**src/rtl/intbus_fifo_target.sv**
```systemverilog
// intbus_fifo_target: byte-wide write FIFO behind a 4-register intbus window,
// drained through a valid/ready port. Optional sticky overflow: INTBUS_FIFO_OVF_IRQ_EN.
module intbus_fifo_target #(
  parameter int DEPTH_LOG2 = 4
) (
  input  logic       clk,
  input  logic       rst_n,
  input  logic       bus_sel,
  input  logic [1:0] bus_addr,
  input  logic [7:0] bus_wrdata,
  input  logic       bus_strobe,
  input  logic       bus_write,
  output logic [7:0] bus_rddata,
  output logic [7:0] out_data,
  output logic       out_valid,
  input  logic       out_ready,
  output logic       irq
);

  localparam int DEPTH = 1 << DEPTH_LOG2;
  localparam logic [DEPTH_LOG2:0]   FULL_CNT = (DEPTH_LOG2 + 1)'(DEPTH);
  localparam logic [DEPTH_LOG2:0]   CNT_ONE  = (DEPTH_LOG2 + 1)'(1);
  localparam logic [DEPTH_LOG2-1:0] PTR_ONE  = DEPTH_LOG2'(1);

  typedef enum logic [1:0] {
    REG_DATA   = 2'd0,
    REG_STATUS = 2'd1,
    REG_COUNT  = 2'd2,
    REG_CTRL   = 2'd3
  } reg_e;

  logic [7:0] mem [DEPTH];

  logic [DEPTH_LOG2-1:0] rd_ptr_q, rd_ptr_d, wr_ptr_q, wr_ptr_d;
  logic [DEPTH_LOG2:0]   count_q, count_d;
  logic [DEPTH_LOG2-1:0] thr_q, thr_d;
  logic                  irq_en_q, irq_en_d;
  logic                  out_valid_q, out_valid_d;
  logic                  irq_q, irq_d;
  logic [7:0]            bus_rddata_q, bus_rddata_d;

  logic access, wr_acc, rd_acc;
  logic push, pop, push_ok, flush, ovf_event, ovf_clr;
  logic full, empty, low, ovf;

  assign access  = bus_sel & bus_strobe;
  assign wr_acc  = access & bus_write;
  assign rd_acc  = access & ~bus_write;

  assign full    = (count_q == FULL_CNT);
  assign empty   = (count_q == '0);
  assign low     = (count_q <= {1'b0, thr_q});

  assign push    = wr_acc & (reg_e'(bus_addr) == REG_DATA);
  assign pop     = out_valid_q & out_ready;
  // A push into a full FIFO is still accepted when a pop frees a slot in the same cycle.
  assign push_ok = push & (~full | pop);
  assign flush   = wr_acc & (reg_e'(bus_addr) == REG_CTRL) & bus_wrdata[6];
  assign ovf_event = push & full & ~pop;
  assign ovf_clr   = wr_acc & (reg_e'(bus_addr) == REG_STATUS) & bus_wrdata[5];

`ifdef INTBUS_FIFO_OVF_IRQ_EN
  logic ovf_q, ovf_d;

  always_comb begin
    ovf_d = ovf_q;
    if (ovf_event)    ovf_d = 1'b1;
    else if (ovf_clr) ovf_d = 1'b0;
  end

  always_ff @(posedge clk or negedge rst_n) begin
    if (!rst_n) ovf_q <= 1'b0;
    else        ovf_q <= ovf_d;
  end

  assign ovf = ovf_q;
`else
  logic unused_ovf;
  assign unused_ovf = ovf_event | ovf_clr;
  assign ovf = 1'b0;
`endif

  logic unused_wrdata;
  assign unused_wrdata = &{1'b0, bus_wrdata};

  always_comb begin
    rd_ptr_d = rd_ptr_q;
    wr_ptr_d = wr_ptr_q;
    count_d  = count_q;
    if (flush) begin
      rd_ptr_d = '0;
      wr_ptr_d = '0;
      count_d  = '0;
    end else begin
      if (pop)     rd_ptr_d = rd_ptr_q + PTR_ONE;
      if (push_ok) wr_ptr_d = wr_ptr_q + PTR_ONE;
      case ({push_ok, pop})
        2'b10:   count_d = count_q + CNT_ONE;
        2'b01:   count_d = count_q - CNT_ONE;
        default: count_d = count_q;
      endcase
    end
  end

  always_comb begin
    irq_en_d = irq_en_q;
    thr_d    = thr_q;
    // The flushing write leaves the rest of CTRL untouched.
    if (wr_acc && reg_e'(bus_addr) == REG_CTRL && !bus_wrdata[6]) begin
      irq_en_d = bus_wrdata[7];
      thr_d    = bus_wrdata[DEPTH_LOG2-1:0];
    end
  end

  always_comb begin
    bus_rddata_d = bus_rddata_q;
    if (rd_acc) begin
      case (reg_e'(bus_addr))
        REG_STATUS: bus_rddata_d = {full, empty, ovf, low, 4'b0000};
        REG_COUNT:  bus_rddata_d = 8'(count_q);
        REG_CTRL:   bus_rddata_d = {irq_en_q, 7'b0} | 8'(thr_q);
        default:    bus_rddata_d = 8'h00;
      endcase
    end
  end

  assign out_valid_d = (count_d != '0);
  assign irq_d       = irq_en_q & (low | ovf);

  // NOTE: sequential state uses non-blocking assignments so every flop samples pre-edge values.
  always_ff @(posedge clk or negedge rst_n) begin
    if (!rst_n) begin
      rd_ptr_q     <= '0;
      wr_ptr_q     <= '0;
      count_q      <= '0;
      thr_q        <= '0;
      irq_en_q     <= 1'b0;
      out_valid_q  <= 1'b0;
      irq_q        <= 1'b0;
      bus_rddata_q <= 8'h00;
    end else begin
      rd_ptr_q     <= rd_ptr_d;
      wr_ptr_q     <= wr_ptr_d;
      count_q      <= count_d;
      thr_q        <= thr_d;
      irq_en_q     <= irq_en_d;
      out_valid_q  <= out_valid_d;
      irq_q        <= irq_d;
      bus_rddata_q <= bus_rddata_d;
    end
  end

  // NOTE: the storage array has no reset; its contents are only observable through count-gated pops.
  always_ff @(posedge clk) begin
    if (push_ok && !flush) mem[wr_ptr_q] <= bus_wrdata;
  end

  assign out_data   = mem[rd_ptr_q];
  assign out_valid  = out_valid_q;
  assign irq        = irq_q;
  assign bus_rddata = bus_rddata_q;

endmodule
```
**config.mk**
```make
export PLATFORM = sky130hd
export DESIGN_NAME = intbus_fifo_target
export DESIGN_NICKNAME = d
export VERILOG_FILES = /design/src/rtl/intbus_fifo_target.sv
export SDC_FILE = /design/constraint.sdc
export NUM_CORES = 1
export LEC_CHECK = 0
export ABC_AREA = 0
export CORE_MARGIN = 2
export CORE_UTILIZATION = 40
export CTS_CLUSTER_DIAMETER = 100
export DETAILED_ROUTE_END_ITERATION = 16
export GPL_TIMING_DRIVEN = 0
export PLACE_DENSITY = 0.65
export SLEW_MARGIN = 25
export SYNTH_ARGS = -nofsm -noshare
export SYNTH_HDL_FRONTEND = slang
export SYNTH_SLANG_ARGS = --single-unit
```
**constraint.sdc**
```tcl
create_clock -name clk -period 7.2 [get_ports clk]
set_input_delay 1.8 -clock clk [delete_from_list [all_inputs] [get_ports clk]]
set_output_delay 1.8 -clock clk [all_outputs]
set_load 0.02 [all_outputs]
```
* Yosys cells after proc, flatten, opt, wreduce, memory -nomap -nowiden
Memory sizes are Yosys's and may differ from the RTL's.
Index checks and enable logic that the tools add are counted.
** Operators by class
- Eq/ne operators :: 6
- Reduce and logical (&&, ||, !) cells :: 10
- Div/mod/pow operators :: 0
- Multipliers :: 0
- Order comparisons :: 1
- Bitwise gates (word level) :: 13
- Shift operators :: 0
- Muxes and demuxes :: 9
- Add/sub/neg operators :: 4
** Operators by type and width (number)
- $pmux W8 S3 :: 1
- $mux W4 :: 4
- $pmux W5 S2 :: 1
- $and A1 B1 Y1 :: 9
- $add A4 B1 Y4 const B :: 2
- $or A8 B4 Y8 :: 1
- $eq A2 B2 Y1 const B :: 3
- $add A5 B1 Y5 const B :: 1
- $eq A5 B5 Y1 const B :: 1
- $le A5 B4 Y1 :: 1
- $logic_not A5 Y1 :: 1
- $mux W5 :: 1
- $reduce_bool A5 Y1 :: 1
- $sub A5 B1 Y5 const B :: 1
- $eq A2 B1 Y1 const B :: 2
- $reduce_bool A2 Y1 :: 2
- $logic_and A1 B1 Y1 :: 3
- $logic_not A1 Y1 :: 2
- $logic_not A2 Y1 :: 1
- $mux W1 :: 2
- $not A1 Y1 :: 2
- $or A1 B1 Y1 :: 1
** Storage, ports and cells
- Bits in registers :: 28
- Memory bits (writable) :: 128
- Memories kept :: 1
- Bits of input ports :: 16
- Bits in latches :: 0
- ROM bits :: 0
** Memories
- mem :: depth 16, bits a word 8, read ports 1, clocked after Yosys merged registers in 0, write ports 1, RTL line 32 : logic [7:0] mem [DEPTH];

* Depth between registers and ports, before layout
- Depth in word-level cells :: 8
- Gate-level depth with buffers :: 12
- Mapped depth without buffers :: 11

* Worst setup path before layout
Ideal clock, no wire load.
- Path type :: input -> register
- Start :: input port bus_addr[1]
- End :: register out_valid_q, in the netlist out_valid
- Library setup time :: 87 ps
- Stages :: 12
- Buffers on the path :: 1
- Data arrival time :: 4072 ps
- Slack :: 3041 ps
- Cells stage by stage :: buf_2 or2_0 a311oi_4 inv_1 ha_1 xor2_1 ha_1 nor3b_1 o32ai_1 xor2_1 nand2_1 o211ai_1
** On the way
- Word-level cells in the longest chain between the ends :: 7
- Elaborated cells on any way between the ends :: 11
- Those cells by class :: eq/ne: 3; mux: 2; bitwise: 4; reduce/logical: 2
** Ends and longest elaborated chain
- from (decl) :: RTL line 9 : input logic [1:0] bus_addr,
- $logic_not A2 Y1 :: RTL line 54 : assign push = wr_acc & (reg_e'(bus_addr) == REG_DATA);
- $and A1 B1 Y1 :: RTL line 54
- $and A1 B1 Y1 :: RTL line 57 : assign push_ok = push & (~full | pop);
- $eq A2 B1 Y1 / $eq A2 B2 Y1 (equally long branches) :: RTL line 97 : case ({push_ok, pop})
- $pmux W5 S2 :: RTL line 97
- $mux W5 * :: RTL line 90 : if (flush) begin
- $reduce_bool A5 Y1 * :: RTL line 127 : assign out_valid_d = (count_d != '0);
- net out_valid_d :: RTL line 38 : logic out_valid_q, out_valid_d;
- to (signal assigned) :: RTL line 147 : out_valid_q <= out_valid_d;
- to (decl) :: RTL line 38
Mark *: on every way through the listed nets, which the timed path passes. The rest lies on a longest branch.
A chain may end at the register's enable or synchronous reset.

* Final worst setup path
- Start :: register rd_ptr_q[1]
- End :: output port out_data[2]
** On the way
- Word-level cells in the longest chain between the ends :: 1
** Ends and longest elaborated chain
- from (decl) :: RTL line 34 : logic [DEPTH_LOG2-1:0] rd_ptr_q, rd_ptr_d, wr_ptr_q, wr_ptr_d;
- from (signal assigned) :: RTL line 142 : rd_ptr_q <= rd_ptr_d;
- $mem_v2 Z16 W8
- to (decl) :: RTL line 14 : output logic [7:0] out_data,
No other way between the ends.

==> metrics.txt <==
met2 WL=6.354 mm; Total Routing Usage GR=approximately 16%; Met3 Wirelength=832 um; Arr. time, crit path=3.24 ns; Core Area=16410 um^2; Starting Density=40.42%; GPL Wtd Cong=approximately 0.78; syn nets=391; CP Class=reg -> out; #FFs+latches synth=155; share of cells above drive strength 1=12.71%; CTS Buffer Depth=2; skew final=0.007112 ns; site row count=47; drt drc=0; cell with the most instances after synthesis=edfxtp_1; Setup crit end kind=output pin; Fin. Hold Viols=0; fin. max-slew vios=0; drt pass-1 iters=5; Layout Nets=between 400 and 500; reg-to-reg slack, setup=4.11 ns; Detail Placement HPWL=8.531 mm; post-synth top area cell=edfxtp_1; top_reg_cell synth=edfxtp_1; fin area=7754 um^2; boundary pin count=34; grt total ovfl=0; share of the synthesized area in the top cell type=slightly below 60%; Setup-failing EPs final=0; hold buffers post-CTS=0; leak pwr=0.002691 uW; PortBufs=30; Metal-1 WL=5.752 mm; Post-Place Cell Area=7202 um^2; TritonCTS clock tree=done; worst reg2reg path startpoint=count_q[3]; post-CTS setup buffers=0; TritonCTS Buffers=17; initial antenna violation count=0; relative max-transition margin=between 30% and 40%; H-tree Lvls=4; Worst setup endpoint=out_data[2]; DR vias=between 3000 and 4000; pwr dens=roughly 360 nW/um^2; ANT cells=0; Peak supply drop=0.0001578 V; Clock Latency Late Sink=0.42 ns; dpl ws=2.519 ns; final worst-path cycle share=70.00%; Critical Path Source=rd_ptr_q[1]; Layout fillers=about 1400; peak fanout along the critical path=10; Synth cell types=45; chip width=132.8 um; vias in the first global route=3566; DRT antenna net count=0; min cycle time layout=5.040 ns; Setup TNS=0 ns; die height=132.8 um; synth warn=0; Resize count post-CTS=0; minimum hold slack=0.5140 ns; area of the die=about 18000 um^2; Slew @ Worst Pin=roughly 0.94 ns; Avg Inst Size Synth=18.27 um^2; final core utilization=between 40% and 50%; TritonCTS Sinks=155; largest net degree at the start of global routing=28; CP Launch Type=flip-flop; sequential-to-total area share from yosys stat=68.15%; Clk Tree Root Cell=clkbuf_16; first-pass GRT wire length=20.19 mm; synth top area cells=edfxtp_1, mux4_1, dfrtp_1; DRT iter0 DRCs=290; detailed-route wire length=roughly 13 mm; DR vias/cell=5.236; Worst Path Required=between 5 and 6 ns; status=completed; RR Endpoint=out_valid; P&R area growth vs syn=16.92%; R2R cell count=11; Post-Syn Area=6631 um^2; clock slew at reported path FFs=0.06 ns; Max Cap Viol=0; share of flip-flops with an asynchronous set or reset=around 17%; final setup margin=between 2 and 2.5 ns; Routed wire per std cell=20.21 um; Synth Instances=363; number of enable flip-flop cells after synthesis=128; RSZ-0062 raised after global routing=no; Top Layer Used=met4; Synth top cells by count=edfxtp_1, mux4_1, dfrtp_1; hold crit path type=reg -> reg; fmax=0.1984 GHz
==> per-stage QoR <==
step / std cells / power (uW)
after floorplan: 363 / 1671
after global placement: 613 / 1946
after detailed placement: 613 / 1969
after CTS: 645 / 2804
after global routing: 645 / 2898
final: 645 / 2784
==> critical path, cell delays in order, from the launching register on <==
cell and delay (ns):
dfrtp_1 0.35, clkbuf_1 0.39, clkbuf_1 0.54, mux4_1 0.48
mux4_2 0.50, clkdlybuf4s50_1 0.55
==> sequential cells by signal, summed over array words and instances, names as in the netlist <==
register and cells:
bus_rddata 7, count_q 5, irq 1, irq_en_q 1, mem 128, out_valid 1, rd_ptr_q 4, thr_q 4
wr_ptr_q 4
==> metal layers <==
metal  up-vias  GRT usage (%)
li1       1542              -
met1      1742          21.16
met2        85          25.22
met3         8          3.372
met4         0          5.556
met5         -              0
==> cell families (layout without fill, tap and decap cells) <==
logic type / count (synthesis) / count (layout) / synth area share, %
and+or+nand+nor: 80 / 80 / 6.000
AOI/OAI and AO/OA: 30 / 30 / 3.283
other: 1 / 1 / 0.05655
DFF: 155 / 155 / 68.15
xor gates and xnor gates: 9 / 9 / 1.189
buffers and inverters: 28 / 90 / 2.415
muxes: 48 / 48 / 16.64
adders and majority gates: 12 / 12 / 2.264
==> how the worst min path moves through the flow <==
stage | start | to | depth (start not counted)
6_report | bus_rddata[2] | bus_rddata[2] | 1
5_1_grt | bus_rddata[1] | bus_rddata[1] | 1
4_1_cts | bus_rddata[7] | bus_rddata[7] | 2
3_5_place_dp | bus_rddata[7] | bus_rddata[7] | 2
3_3_place_gp | bus_rddata[7] | bus_rddata[7] | 2
2_1_floorplan | wr_ptr_q[2] | wr_ptr_q[2] | 1
==> where the power goes <==
part | internal [uW] | switching, uW
logic | 433 | 438
clock network | 508 | 332
registers | 1020 | 48.7
total | 1970 | 818
==> placed cells by master, fill, tap and decap left out, drive strengths merged, types with 2 or more instances in the layout <==
| master | n |
|---|---|
| edfxtp | 128 |
| mux4 | 40 |
| clkbuf | 32 |
| clkdlybuf4s50 | 29 |
| dfrtp | 27 |
| nor2 | 25 |
| nand2 | 22 |
| ha | 12 |
| buf | 12 |
| o21ai | 11 |
| inv | 9 |
| and2 | 9 |
| xor2 | 7 |
| nand3 | 6 |
| a22o | 6 |
| mux2i | 6 |
| a21oi | 5 |
| clkinvlp | 4 |
| nor3 | 4 |
| nor2b | 3 |
| xnor2 | 2 |
| nor3b | 2 |
| or3b | 2 |
| nand4 | 2 |
| mux2 | 2 |
| bufinv | 2 |
| clkinv | 2 |
| nand2b | 2 |
==> layout make-up <==
class,count,area [um^2],area share (%)
tap,220,275.3,3.550
inverter,9,33.78,0.4357
multi-input combinational,180,1952,25.17
buffer,19,126.4,1.630
clock inverter,8,100.1,1.291
sequential,155,4519,58.29
timing repair buffer,30,295.3,3.808
clock buffer,24,451.7,5.825
(Power assumes the default switching activity.)
